==> config.mk <==
export PLATFORM = sky130hd
export DESIGN_NAME = axi_bus_mux
export DESIGN_NICKNAME = d
export VERILOG_FILES = /design/src/rtl/axi_pkg.sv /design/src/rtl/axi_beat_counter.sv /design/src/rtl/axi_bus_mux.sv
export SDC_FILE = /design/constraint.sdc
export NUM_CORES = 1
export LEC_CHECK = 0
export ABC_AREA = 1
export BUFFER_PORTS_ARGS = -buffer_cell sky130_fd_sc_hd__buf_4
export CAP_MARGIN = 10
export CORE_AREA = 2 2 167 169
export CTS_CLUSTER_DIAMETER = 100
export CTS_CLUSTER_SIZE = 12
export DETAILED_ROUTE_END_ITERATION = 10
export DIE_AREA = 0 0 169 171
export PLACE_DENSITY = 0.37
export REMOVE_ABC_BUFFERS = 1
export SLEW_MARGIN = 5
export SYNTH_ARGS = -nofsm -noshare
export SYNTH_HDL_FRONTEND = slang
export SYNTH_SLANG_ARGS = --single-unit
==> constraint.sdc <==
create_clock -name clk -period 3 [get_ports clk]
set_input_delay 0.3 -clock clk [delete_from_list [all_inputs] [get_ports clk]]
set_output_delay 0.3 -clock clk [all_outputs]
set_load 0.1 [all_outputs]
==> src/rtl/axi_pkg.sv <==
`default_nettype none
// ============================================================================
// axi_pkg : shared response/state encodings and default widths for axi_bus_mux
// Revision 1.0
// ============================================================================
package axi_pkg;

  localparam int DEF_REQ_WIDTH = 2;
  localparam int DEF_ADDR_W    = 32;
  localparam int DEF_DATA_W    = 32;
  localparam int DEF_LEN_W     = 4;

  typedef enum logic [1:0] {
    RESP_OKAY   = 2'b00,
    RESP_EXOKAY = 2'b01,
    RESP_SLVERR = 2'b10,
    RESP_DECERR = 2'b11
  } resp_e;

  typedef enum logic [2:0] {
    ST_IDLE    = 3'd0,
    ST_WR_ADDR = 3'd1,
    ST_WR_DATA = 3'd2,
    ST_WR_RESP = 3'd3,
    ST_RD_ADDR = 3'd4,
    ST_RD_DATA = 3'd5
  } mux_state_e;

endpackage
`default_nettype wire

==> src/rtl/axi_beat_counter.sv <==
`default_nettype none
// ============================================================================
// axi_beat_counter : burst beat counter, loads len and flags the final beat
// Revision 1.0
// ============================================================================
module axi_beat_counter
  import axi_pkg::*;
#(
  parameter int LEN_W = DEF_LEN_W
) (
  input  logic             clk,
  input  logic             rst,
  input  logic             load,
  input  logic             inc,
  input  logic [LEN_W-1:0] len,
  output logic             last
);

  logic [LEN_W-1:0] cnt_q;
  logic [LEN_W-1:0] len_q;

  always_ff @(posedge clk or negedge rst) begin
    if (!rst) begin
      cnt_q <= '0;
      len_q <= '0;
    end else if (load) begin
      cnt_q <= '0;
      len_q <= len;
    end else if (inc) begin
      cnt_q <= cnt_q + LEN_W'(1);
    end
  end

  assign last = (cnt_q == len_q);

endmodule
`default_nettype wire

==> src/rtl/axi_bus_mux.sv <==
`default_nettype none
// ============================================================================
// axi_bus_mux : routes the granted master's AXI channels to one slave port
// Optional LAST checking: define AXI_MUX_LAST_CHECK_EN.      Revision 1.0
// ============================================================================
module axi_bus_mux
  import axi_pkg::*;
#(
  parameter int REQ_WIDTH = DEF_REQ_WIDTH,
  parameter int ADDR_W    = DEF_ADDR_W,
  parameter int DATA_W    = DEF_DATA_W,
  parameter int LEN_W     = DEF_LEN_W
) (
  input  logic                        clk,
  input  logic                        rst,
  input  logic [REQ_WIDTH-1:0]        gnt,
  input  logic [REQ_WIDTH-1:0]        m_awvalid,
  output logic [REQ_WIDTH-1:0]        m_awready,
  input  logic [REQ_WIDTH*ADDR_W-1:0] m_awaddr,
  input  logic [REQ_WIDTH*LEN_W-1:0]  m_awlen,
  input  logic [REQ_WIDTH-1:0]        m_wvalid,
  output logic [REQ_WIDTH-1:0]        m_wready,
  input  logic [REQ_WIDTH*DATA_W-1:0] m_wdata,
  input  logic [REQ_WIDTH-1:0]        m_wlast,
  output logic [REQ_WIDTH-1:0]        m_bvalid,
  input  logic [REQ_WIDTH-1:0]        m_bready,
  output logic [1:0]                  m_bresp,
  input  logic [REQ_WIDTH-1:0]        m_arvalid,
  output logic [REQ_WIDTH-1:0]        m_arready,
  input  logic [REQ_WIDTH*ADDR_W-1:0] m_araddr,
  input  logic [REQ_WIDTH*LEN_W-1:0]  m_arlen,
  output logic [REQ_WIDTH-1:0]        m_rvalid,
  input  logic [REQ_WIDTH-1:0]        m_rready,
  output logic [DATA_W-1:0]           m_rdata,
  output logic [1:0]                  m_rresp,
  output logic                        m_rlast,
  output logic                        s_awvalid,
  input  logic                        s_awready,
  output logic [ADDR_W-1:0]           s_awaddr,
  output logic [LEN_W-1:0]            s_awlen,
  output logic                        s_wvalid,
  input  logic                        s_wready,
  output logic [DATA_W-1:0]           s_wdata,
  output logic                        s_wlast,
  input  logic                        s_bvalid,
  output logic                        s_bready,
  input  logic [1:0]                  s_bresp,
  output logic                        s_arvalid,
  input  logic                        s_arready,
  output logic [ADDR_W-1:0]           s_araddr,
  output logic [LEN_W-1:0]            s_arlen,
  input  logic                        s_rvalid,
  output logic                        s_rready,
  input  logic [DATA_W-1:0]           s_rdata,
  input  logic [1:0]                  s_rresp,
  input  logic                        s_rlast,
  output logic                        txn_done,
  output logic [1:0]                  txn_resp,
  output logic                        prot_err
);

  localparam int OWN_W = (REQ_WIDTH > 1) ? $clog2(REQ_WIDTH) : 1;

  mux_state_e       state_q, state_d;
  logic [OWN_W-1:0] owner_q, owner_d;
  logic             done_q, done_d;
  resp_e            resp_q, resp_d;

  logic             gnt_seen, gnt_multi, gnt_onehot;
  logic [OWN_W-1:0] gnt_idx;
  logic             cnt_load, cnt_inc, cnt_last;
  logic [LEN_W-1:0] cnt_len;

  // Multi-hot grants are rejected outright rather than resolved by priority.
  always_comb begin
    gnt_seen  = 1'b0;
    gnt_multi = 1'b0;
    gnt_idx   = '0;
    for (int i = 0; i < REQ_WIDTH; i++) begin
      if (gnt[i]) begin
        if (gnt_seen) gnt_multi = 1'b1;
        gnt_seen = 1'b1;
        gnt_idx  = OWN_W'(i);
      end
    end
    gnt_onehot = gnt_seen & ~gnt_multi;
  end

  assign s_awaddr = m_awaddr[int'(owner_q)*ADDR_W +: ADDR_W];
  assign s_awlen  = m_awlen [int'(owner_q)*LEN_W  +: LEN_W];
  assign s_wdata  = m_wdata [int'(owner_q)*DATA_W +: DATA_W];
  assign s_araddr = m_araddr[int'(owner_q)*ADDR_W +: ADDR_W];
  assign s_arlen  = m_arlen [int'(owner_q)*LEN_W  +: LEN_W];
  assign m_rdata  = s_rdata;
  assign m_rresp  = s_rresp;
  assign m_rlast  = s_rlast;
  assign m_bresp  = s_bresp;

`ifdef AXI_MUX_LAST_CHECK_EN
  logic prot_q, prot_d;
`else
  logic unused_wlast;
  assign unused_wlast = ^m_wlast;
`endif

  always_comb begin
    state_d   = state_q;
    owner_d   = owner_q;
    done_d    = 1'b0;
    resp_d    = resp_q;
    cnt_load  = 1'b0;
    cnt_inc   = 1'b0;
    cnt_len   = '0;
    m_awready = '0;
    m_wready  = '0;
    m_bvalid  = '0;
    m_arready = '0;
    m_rvalid  = '0;
    s_awvalid = 1'b0;
    s_wvalid  = 1'b0;
    s_wlast   = 1'b0;
    s_bready  = 1'b0;
    s_arvalid = 1'b0;
    s_rready  = 1'b0;
`ifdef AXI_MUX_LAST_CHECK_EN
    prot_d    = prot_q;
`endif
    case (state_q)
      ST_IDLE: begin
        if (gnt_onehot) begin
          owner_d = gnt_idx;
          if (m_awvalid[gnt_idx])      state_d = ST_WR_ADDR;
          else if (m_arvalid[gnt_idx]) state_d = ST_RD_ADDR;
        end
      end
      ST_WR_ADDR: begin
        s_awvalid          = m_awvalid[owner_q];
        m_awready[owner_q] = s_awready;
        if (m_awvalid[owner_q] && s_awready) begin
          cnt_load = 1'b1;
          cnt_len  = s_awlen;
          state_d  = ST_WR_DATA;
        end
      end
      ST_WR_DATA: begin
        s_wvalid          = m_wvalid[owner_q];
        s_wlast           = cnt_last;
        m_wready[owner_q] = s_wready;
        if (m_wvalid[owner_q] && s_wready) begin
          cnt_inc = 1'b1;
`ifdef AXI_MUX_LAST_CHECK_EN
          if (m_wlast[owner_q] != cnt_last) prot_d = 1'b1;
`endif
          if (cnt_last) state_d = ST_WR_RESP;
        end
      end
      ST_WR_RESP: begin
        m_bvalid[owner_q] = s_bvalid;
        s_bready          = m_bready[owner_q];
        if (s_bvalid && m_bready[owner_q]) begin
          done_d  = 1'b1;
          resp_d  = resp_e'(s_bresp);
          state_d = ST_IDLE;
        end
      end
      ST_RD_ADDR: begin
        s_arvalid          = m_arvalid[owner_q];
        m_arready[owner_q] = s_arready;
        if (m_arvalid[owner_q] && s_arready) begin
          cnt_load = 1'b1;
          cnt_len  = s_arlen;
          state_d  = ST_RD_DATA;
        end
      end
      ST_RD_DATA: begin
        m_rvalid[owner_q] = s_rvalid;
        s_rready          = m_rready[owner_q];
        if (s_rvalid && m_rready[owner_q]) begin
          cnt_inc = 1'b1;
`ifdef AXI_MUX_LAST_CHECK_EN
          if (s_rlast && !cnt_last) prot_d = 1'b1;
`endif
          if (s_rlast) begin
            done_d  = 1'b1;
            resp_d  = resp_e'(s_rresp);
            state_d = ST_IDLE;
          end
        end
      end
      default: state_d = ST_IDLE;
    endcase
  end

  always_ff @(posedge clk or negedge rst) begin
    if (!rst) begin
      state_q <= ST_IDLE;
      owner_q <= '0;
      done_q  <= 1'b0;
      resp_q  <= RESP_OKAY;
    end else begin
      state_q <= state_d;
      owner_q <= owner_d;
      done_q  <= done_d;
      resp_q  <= resp_d;
    end
  end

`ifdef AXI_MUX_LAST_CHECK_EN
  always_ff @(posedge clk or negedge rst) begin
    if (!rst) prot_q <= 1'b0;
    else      prot_q <= prot_d;
  end
  assign prot_err = prot_q;
`else
  assign prot_err = 1'b0;
`endif

  assign txn_done = done_q;
  assign txn_resp = resp_q;

  axi_beat_counter #(
    .LEN_W (LEN_W)
  ) u_beat_counter (
    .clk  (clk),
    .rst  (rst),
    .load (cnt_load),
    .inc  (cnt_inc),
    .len  (cnt_len),
    .last (cnt_last)
  );

endmodule
`default_nettype wire

==> flow_summary_export.csv <==
group,metric,value,unit
setup_path,crit_slowest_cell,"dfrtp_4",
timing,setup_viol,0,
placed_design,placed_cells,1226,
timing,min_period,2.28,ns
clock_tree,cts.sinks,15,
power_and_ir_drop,internal_power,1990,uW
power_and_ir_drop,power_leakage,0.00348,uW
clock_tree,clockRootBuffer,"clkbuf_16",
finish,drive_gt1_frac,0.441,
drt,drc,0,
yosys,syn_area,2860,sq um
drt,ant_nets,0,
placed_design,dpl-instance-area,5660,sq um
finish,final_cells,1231,
drt,viasPerCell,3.55,
placed_design,pre_cts_slack,0.893,ns
placed_design,numPortBuffers,359,
clock_tree,cts_tree,"built",
global_route,grt_pass1_vias,4278,
drt,first_pass_iters,4,
power_and_ir_drop,p_sw_frac,0.765,
power_and_ir_drop,pwr-share-seq,0.050,
clock_tree,clk_path_buf_depth,2,
finish,fin_util,0.210,
finish,fin_area,5750,sq um
power_and_ir_drop,p_clk_frac,0.030,
setup_path,arrival,1.98,ns
die,io_pins,427,
setup_path,end_kind,"primary output",
global_route,grtUsageTotal,0.141,
yosys,yosysSeqAreaShare,0.131,
clock_tree,cts_max_level,1,
die,die_area,28900,sq um
yosys,synth_seq_cells,15,
timing,max_freq,439,MHz
timing,rsz0062_at_grt,"false",
hold_path,worstHoldPathType,"input port to flip-flop",
clock_tree,numCtsBuffers,3,
global_route,grt_first_pass_wirelength,29100,microns
setup_path,slowest_delay,0.60,ns
clock_tree,clkTransAtPathRegs,0.05,ns
finish,nFillCells,3216,
global_route,antenna_found_initial,0,
yosys,synth_warnings,0,
drt,routed_wl,21400,microns
power_and_ir_drop,p_total,8470,uW
timing,hold_viol,0,
timing,setup_slack,0.723,ns
global_route,grt_overflow,0,
timing,slew_viol_final,0,
die,die_y,171,microns
drt,drt-initial-drc-count,118,
power_and_ir_drop,power.density,1470,nW/um^2
drt,num_vias,4371,
setup_path,cp-start-kind,"flip-flop",
power_and_ir_drop,pwr-share-comb,0.920,
yosys,ys_types,28,
yosys,synth_area_per_cell,4.95,sq um
run_status,status,"completed",
power_and_ir_drop,netSwitchingPower,6470,uW
die,start_util,0.105,
finish,syn2layout_area_growth,101,%
clock_tree,clock_latency,0.24,ns
placed_design,gp_congestion,0.799,
placed_design,hpwlAfterDp,18900,microns
finish,num_antenna_cells,0,
timing,fin_skew,0.00145,ns
yosys,synthCells,579,
setup_path,crit_top_cell,"buf_4",
global_route,grt_max_degree,57,
run,cap_violations,0,
setup_path,path_cells,"buf_4 -> nand2_1 -> and2_1 -> inv_1 -> buf_4",
timing,finalCritPeriodShare,0.759,
die,die_w,169,microns
setup_path,worstSetupPathType,"flip-flop to primary output",
clock_tree,postCtsSetupRepairBufs,0,
drt,routedWlPerCell,17.4,microns
finish,finalNetCount,1153,
die,rows,61,
power_and_ir_drop,ir_drop,0.000478,V
setup_path,crit_path_max_fanout,44,
setup_path,crit_required,2.70,ns
die,coreArea,27300,sq um
worst max-delay path: cells and delay by family, from the launching register on:
kind,cells,cell delay (ns)
flops,1,0.60
buf+inv,3,0.81
simple gates,2,0.31
routing by layer:
metal	wire length (microns)	track usage	share of wire	vias to the layer above
met5	0	0	0	-
li1	-	-	-	2290
met2	9890	0.255	0.46	274
met3	4110	0.111	0.19	26
met4	1190	0.0453	0.055	0
met1	6260	0.116	0.29	1781
flip-flops by register name (all words and copies together) (netlist names):
signal / cells
txn_resp: 2
u_beat_counter.len_q: 4
u_beat_counter.cnt_q: 4
txn_done: 1
state_q: 3
owner_q: 1
through the flow:
stage | hold WS [ns] | setup TNS (ns)
5_1_grt | 0.386 | 0
2_1_floorplan | 0.00441 | -179.01
3_5_place_dp | 0.172 | 0
4_1_cts | 0.372 | 0
3_3_place_gp | 0.175 | 0
6_report | 0.370 | 0
repair_timing:
item	4_1_cts	5_1_grt
resized for setup	0	0
endpoints found under the hold margin	15	0
hold buffers	1	0
power groups by stage:
stage	combinational, uW	clock [uW]	sequential (uW)
6_report	7790	256	421
5_1_grt	8200	279	445
4_1_cts	7890	263	427
3_5_place_dp	7880	0	429
3_3_place_gp	7880	0	427
2_1_floorplan	5820	0	599
logic make-up (layout without fill, tap and decap cells):
logic type               after synthesis  count (layout)  share of synthesized area
AND/OR/NAND/NOR                      433             433                      0.605
AO/OA/AOI/OAI                         15              15                     0.0441
buffers and inverters                111             417                      0.205
other                                  1               1                    0.00131
XOR/XNOR                               3               3                    0.00918
adder cells (fa/ha/maj)                1               1                    0.00437
flip-flops                            15              15                      0.131
final timing paths:
path                                         startpoint                 endpoint  slack, ns  cells past startpoint
min in group asynchronous                           rst  u_beat_counter.cnt_q[2]       0.45                      2
worst max register to register                  owner_q  u_beat_counter.cnt_q[2]       1.04                     10
worst min-delay path                             gnt[1]                  owner_q       0.37                      3
worst max-delay path                            owner_q               s_arlen[2]       0.72                      5
worst min register to register  u_beat_counter.cnt_q[3]  u_beat_counter.cnt_q[3]       0.50                      2
max in group asynchronous                           rst                  owner_q       2.34                      2
cell usage in the layout (no fill, tap or decap):
| cell | count |
|---|---|
| a21oi_4 | 1 |
| and2_1 | 1 |
| buf_12 | 3 |
| buf_4 | 360 |
| clkbuf_1 | 1 |
| clkbuf_16 | 3 |
| clkinv_2 | 1 |
| conb_1 | 1 |
| dfrtp_1 | 14 |
| dfrtp_4 | 1 |
| dlygate4sd3_1 | 1 |
| ha_1 | 1 |
| inv_1 | 44 |
| inv_2 | 4 |
| nand2_1 | 374 |
| nand2_2 | 5 |
| nand3_1 | 11 |
| nand3_2 | 1 |
| nand4_1 | 3 |
| nand4_4 | 1 |
| nor2_1 | 25 |
| nor2_2 | 5 |
| nor2_4 | 4 |
| nor3_1 | 3 |
| o211ai_1 | 1 |
| o21a_1 | 6 |
| o21ai_0 | 3 |
| o21ai_4 | 1 |
| o221ai_1 | 3 |
| xnor2_1 | 1 |
| xor2_1 | 2 |
synthesized netlist by cell type:
| cell | number | share of area |
|---|---|---|
| a21oi_4 | 1 | 0.0057 |
| and2_1 | 1 | 0.0022 |
| buf_1 | 1 | 0.0013 |
| buf_2 | 20 | 0.035 |
| buf_4 | 39 | 0.10 |
| clkbuf_1 | 2 | 0.0026 |
| conb_1 | 1 | 0.0013 |
| dfrtp_1 | 15 | 0.13 |
| ha_1 | 1 | 0.0044 |
| inv_1 | 44 | 0.058 |
| inv_2 | 5 | 0.0066 |
| nand2_1 | 374 | 0.49 |
| nand2_2 | 5 | 0.011 |
| nand3_1 | 11 | 0.019 |
| nand3_2 | 1 | 0.0035 |
| nand4_1 | 3 | 0.0066 |
| nand4_4 | 1 | 0.0074 |
| nor2_1 | 25 | 0.033 |
| nor2_2 | 5 | 0.011 |
| nor2_4 | 4 | 0.016 |
| nor3_1 | 3 | 0.0052 |
| o211ai_1 | 1 | 0.0026 |
| o21a_1 | 6 | 0.016 |
| o21ai_0 | 3 | 0.0052 |
| o21ai_4 | 1 | 0.0057 |
| o221ai_1 | 3 | 0.0092 |
| xnor2_1 | 1 | 0.0031 |
| xor2_1 | 2 | 0.0061 |
final cells by class:
type	instances	area [sq um]	share of cell area
inverter	49	185	0.0322
sequential	15	379	0.0659
tap	346	433	0.0753
multi-input combinational	453	1900	0.331
timing repair buffer	364	2770	0.482
clock buffer	4	78.8	0.0137
Power figures use the tool's default switching activity.
